### config.mk
export PLATFORM = sky130hd
export DESIGN_NAME = mem_access_ctrl
export DESIGN_NICKNAME = d
export VERILOG_FILES = /design/src/rtl/mem_access_ctrl.sv
export SDC_FILE = /design/constraint.sdc
export NUM_CORES = 1
export LEC_CHECK = 0
export ABC_AREA = 1
export BUFFER_PORTS_ARGS = -buffer_cell sky130_fd_sc_hd__buf_2
export CAP_MARGIN = 5
export CORE_MARGIN = 4
export CORE_UTILIZATION = 52
export DETAILED_ROUTE_END_ITERATION = 10
export PLACE_DENSITY = 0.85
export RECOVER_POWER = 100
export SLEW_MARGIN = 20
export SYNTH_ARGS = -nofsm -noshare
export SYNTH_HDL_FRONTEND = slang
export SYNTH_SLANG_ARGS = --single-unit
### constraint.sdc
create_clock -name clk -period 2.8 [get_ports clk]
set_input_delay 0.28 -clock clk [delete_from_list [all_inputs] [get_ports clk]]
set_output_delay 0.28 -clock clk [all_outputs]
set_load 0.03 [all_outputs]
### src/rtl/mem_access_ctrl.sv
// mem_access_ctrl: runs each MEM-stage data access over a req/ack memory port.
// The upstream pipeline is frozen while the access is outstanding. Load data is
// registered for the MEM/WB boundary. A wait counter aborts an unanswered request
// and raises a sticky error. A saturating counter tracks the number of stall cycles.
module mem_access_ctrl #(
   parameter int DATA_W  = 32,
   parameter int TIMEOUT = 16,
   parameter int CNT_W   = 32
) (
   input  logic              clk,
   input  logic              reset,
   input  logic              enable_MEM,
   input  logic              memWrite_MEM,
   input  logic [DATA_W-1:0] ALUresult_MEM,
   input  logic [DATA_W-1:0] editData_MEM,
   output logic              mem_req,
   output logic              mem_we,
   output logic [DATA_W-1:0] mem_addr,
   output logic [DATA_W-1:0] mem_wdata,
   input  logic [DATA_W-1:0] mem_rdata,
   input  logic              mem_ack,
   output logic              stall,
   output logic [DATA_W-1:0] readData_MEM,
   output logic              err_timeout,
   output logic [CNT_W-1:0]  stall_count
);

   localparam int WCNT_W = $clog2(TIMEOUT);
   localparam logic [WCNT_W-1:0] WAIT_LAST = WCNT_W'(TIMEOUT - 1);

   typedef enum logic [1:0] {IDLE, REQ, DONE} state_t;

   state_t            state_q, state_d;
   logic [WCNT_W-1:0] wait_cnt;
   logic              timeout_hit;

   // The abort fires in the final cycle the request is allowed to wait. An ack
   // that arrives in the same cycle is still accepted, because it is checked first.
   assign timeout_hit = (wait_cnt == WAIT_LAST);

   // State register
   always_ff @(posedge clk) begin
      if (reset) state_q <= IDLE;
      else       state_q <= state_d;
   end

   // Next state. DONE always returns to IDLE, so the completing instruction,
   // which still has enable_MEM high, is not issued a second time.
   always_comb begin
      state_d = state_q;
      case (state_q)
         IDLE:    if (enable_MEM) state_d = REQ;
         REQ:     if (mem_ack || timeout_hit) state_d = DONE;
         DONE:    state_d = IDLE;
         default: state_d = IDLE;
      endcase
   end

   // Stall is decoded from the state. In IDLE, a new access stalls combinationally.
   always_comb begin
      stall = 1'b0;
      case (state_q)
         IDLE:    stall = enable_MEM;
         REQ:     stall = 1'b1;
         default: stall = 1'b0;
      endcase
   end

   // Registered memory port, load data, error flag, wait counter and stall counter
   always_ff @(posedge clk) begin
      if (reset) begin
         mem_req      <= 1'b0;
         mem_we       <= 1'b0;
         mem_addr     <= '0;
         mem_wdata    <= '0;
         readData_MEM <= '0;
         err_timeout  <= 1'b0;
         stall_count  <= '0;
         wait_cnt     <= '0;
      end else begin
         if (stall && (stall_count != {CNT_W{1'b1}}))
            stall_count <= stall_count + 1'b1;
         case (state_q)
            IDLE: begin
               if (enable_MEM) begin
                  mem_addr  <= ALUresult_MEM;
                  mem_wdata <= editData_MEM;
                  mem_we    <= memWrite_MEM;
                  mem_req   <= 1'b1;
                  wait_cnt  <= '0;
               end
            end
            REQ: begin
               if (mem_ack) begin
                  mem_req <= 1'b0;
                  mem_we  <= 1'b0;
                  if (!mem_we) readData_MEM <= mem_rdata;
               end else if (timeout_hit) begin
                  mem_req      <= 1'b0;
                  mem_we       <= 1'b0;
                  err_timeout  <= 1'b1;
                  readData_MEM <= '0;
               end else begin
                  wait_cnt <= wait_cnt + 1'b1;
               end
            end
            default: ;
         endcase
      end
   end

endmodule

==> impl_metrics.csv <==
group,metric,value,unit
worst_setup_path,cp-end-kind,"output port",
power_and_ir_drop,netSwitchingFraction,27.8,%
place,post-place-cells,1129,
power_and_ir_drop,p_seq_share,43.8,%
yosys,avgSynthCellArea,7.25,um^2
power_and_ir_drop,vdd_drop_max,0.000502,V
yosys,syn_inst,794,
yosys,synth_area_leader_cell,"dfxtp_1",
worst_setup_path,worstPathRequired,2520,ps
detailed_routing,drt-initial-drc-count,556,
worst_setup_path,path_class,"flop to output port",
global_routing,grt_usage,27.2,%
place,gp_congestion,0.909,
cts,htreeDepth,4,
timing,slew_headroom,27.6,%
timing,hold_viol,0,
timing,max_freq,432,MHz
outcome,status,"finished, final reports clean",
finish,drive_above_1_share,14.5,%
power_and_ir_drop,clkPwrFrac,41.4,%
place,dp_hpwl,11.1,mm
power_and_ir_drop,p_sw,1340,uW
detailed_routing,ant_nets,0,
cts,cts_sinks,137,
cts,cts_resized,0,
cts,cts_buffer_depth,2,
timing,tns,0,ps
timing,worst_pin_slew,1090,ps
detailed_routing,viasPerCell,5.15,
power_and_ir_drop,p_leak,0.00311,uW
finish,final_common_cell,"nor2_1",
finish,final_nets,1153,
worst_setup_path,arrival,2040,ps
worst_setup_path,cp_max_fo,9,
cts,cts-root-buf,"clkbuf_8",
yosys,ys_types,26,
timing,drv_slew,0,
global_routing,first_global_vias,5797,
floorplan,num_io_pins,233,
yosys,ys_top_cells_by_area,"dfxtp_1, nor2_1, nand2_1, a21oi_1, o21ai_0",
cts,path_clk_slew,60,ps
timing,post-route-period-util,82.8,%
global_routing,antenna_found_initial,0,
yosys,syn_area,5760,um^2
detailed_routing,drtPass1Iterations,5,
detailed_routing,wl,17.5,mm
cts,cts_hold_buf,42,
global_routing,grt_pass1_wl,28.2,mm
finish,syn_to_final_growth,33.4,%
timing,min_period,2320,ps
yosys,seq_area_frac_synth,47.6,%
global_routing,grt_max_degree,68,
floorplan,die_w,113,um
power_and_ir_drop,p_int,3490,uW
floorplan,rows,38,
power_and_ir_drop,power_density,629,nW/um^2
detailed_routing,drc,0,
floorplan,die_area,12800,um^2
cts,cts_buffers,17,
yosys,yosys_warnings,0,
cts,worstSkewPairLatency,520,ps
detailed_routing,wl_per_cell,14.6,um
yosys,synth_nets,897,
worst_setup_path,critPathLaunchType,"flop",
global_routing,grt-ovfl-total,0,
finish,instances_no_fill,1200,
cts,post_cts_buffers,0,
power_and_ir_drop,p_comb_share,14.8,%
floorplan,initial_core_util,53.1,%
yosys,yosys.area.top_type_share,47.6,%
yosys,ys_ff_latch,137,
finish,layout_common_cells,"nor2_1, nand2_1, dfxtp_1, clkbuf_1, buf_2",
cts,cts_tree,"done",
detailed_routing,dr_total_vias,6177,
floorplan,core,10800,um^2
timing,setup_viol,0,
timing,rsz0062_at_grt,"no",
job,maxCapViolations,0,
timing,skew,7.88,ps
hold_path,min_path_type,"input pin to flop",
place,portBuffers,232,
floorplan,die_h,113,um
finish,antenna_cells,0,
[final timing paths]
path                    startpoint        endpoint  slack, ps  cells after the start
hold reg to reg        wait_cnt[3]     wait_cnt[3]        460                      2
setup / recovery        state_q[0]           stall        480                      3
hold / removal    editData_MEM[15]   mem_wdata[15]         30                      3
setup reg to reg    stall_count[0]  stall_count[0]        560                      9
[cells in the mapped netlist]
master	instances
nor2_1	207
dfxtp_1	137
nand2_1	132
a21oi_1	67
o21ai_0	63
nand3_1	33
nand3b_1	32
inv_1	29
clkbuf_1	24
buf_2	12
nand4_1	9
nand2_2	7
nor2_2	6
inv_2	5
buf_6	4
nand3_2	4
nor2_4	4
o21ai_1	4
and2_1	3
xor2_1	3
buf_1	2
buf_4	2
ha_1	2
and2_2	1
nor3_1	1
o21ai_4	1
[cell families (layout without fill, tap and decap cells)]
family,count (synthesis),after routing,share of synthesized area [%]
AO/OA/AOI/OAI,135,135,11.9
XOR/XNOR,3,3,0.456
adder cells (fa/ha/maj),2,2,0.435
buffers and inverters,78,344,6.00
flip-flops,137,137,47.6
AND/OR/NAND/NOR,439,439,33.6
[sequential cells by signal, indices dropped and copies added, names as in the netlist]
signal and cells:
readData_MEM 32, mem_we 1, err_timeout 1, mem_wdata 32, wait_cnt 4, stall_count 32
mem_req 1, mem_addr 32, state_q 2
[cell type report]
type	count	area (um^2)
clock buffer	22	453
clock inverter	7	72.6
fill	923	3160
inverter	34	128
multi-input combinational	579	2630
sequential	137	2740
tap	140	175
timing repair buffer	281	1480
[metrics by stage]
step	total power (uW)	hold WS, ps	utilization [%]	setup WS (ps)	area [um^2]
2_1_floorplan	2600	429	-	1050	5760
3_3_place_gp	2820	444	64.1	714	6950
3_5_place_dp	2830	450	64.1	637	6950
4_1_cts	4870	1.03	72.8	621	7890
5_1_grt	5020	6.74	70.9	289	7680
6_report	4830	29.2	70.9	483	7680
[metal layers]
metal	routed length (um)	GRT usage, %	vias up
met1	6910	32.0	2794
met5	0	0	-
met3	1600	9.36	39
met2	8490	44.5	275
li1	-	-	3069
met4	498	13.0	0
[power groups by stage]
stage | clock network [uW] | registers (uW) | logic, uW
finish | 2000 | 2110 | 716
CTS | 2030 | 2110 | 728
detailed placement | 0 | 2150 | 680
global placement | 0 | 2140 | 674
global route | 2120 | 2130 | 779
floorplan | 0 | 2350 | 251
[worst max-delay path, stage by stage, from the launching register on]
cell     delay, ps
dfxtp_1        310
o21ai_0        710
inv_2          250
buf_2          260
Note: power is estimated with default switching activity, not from simulation.
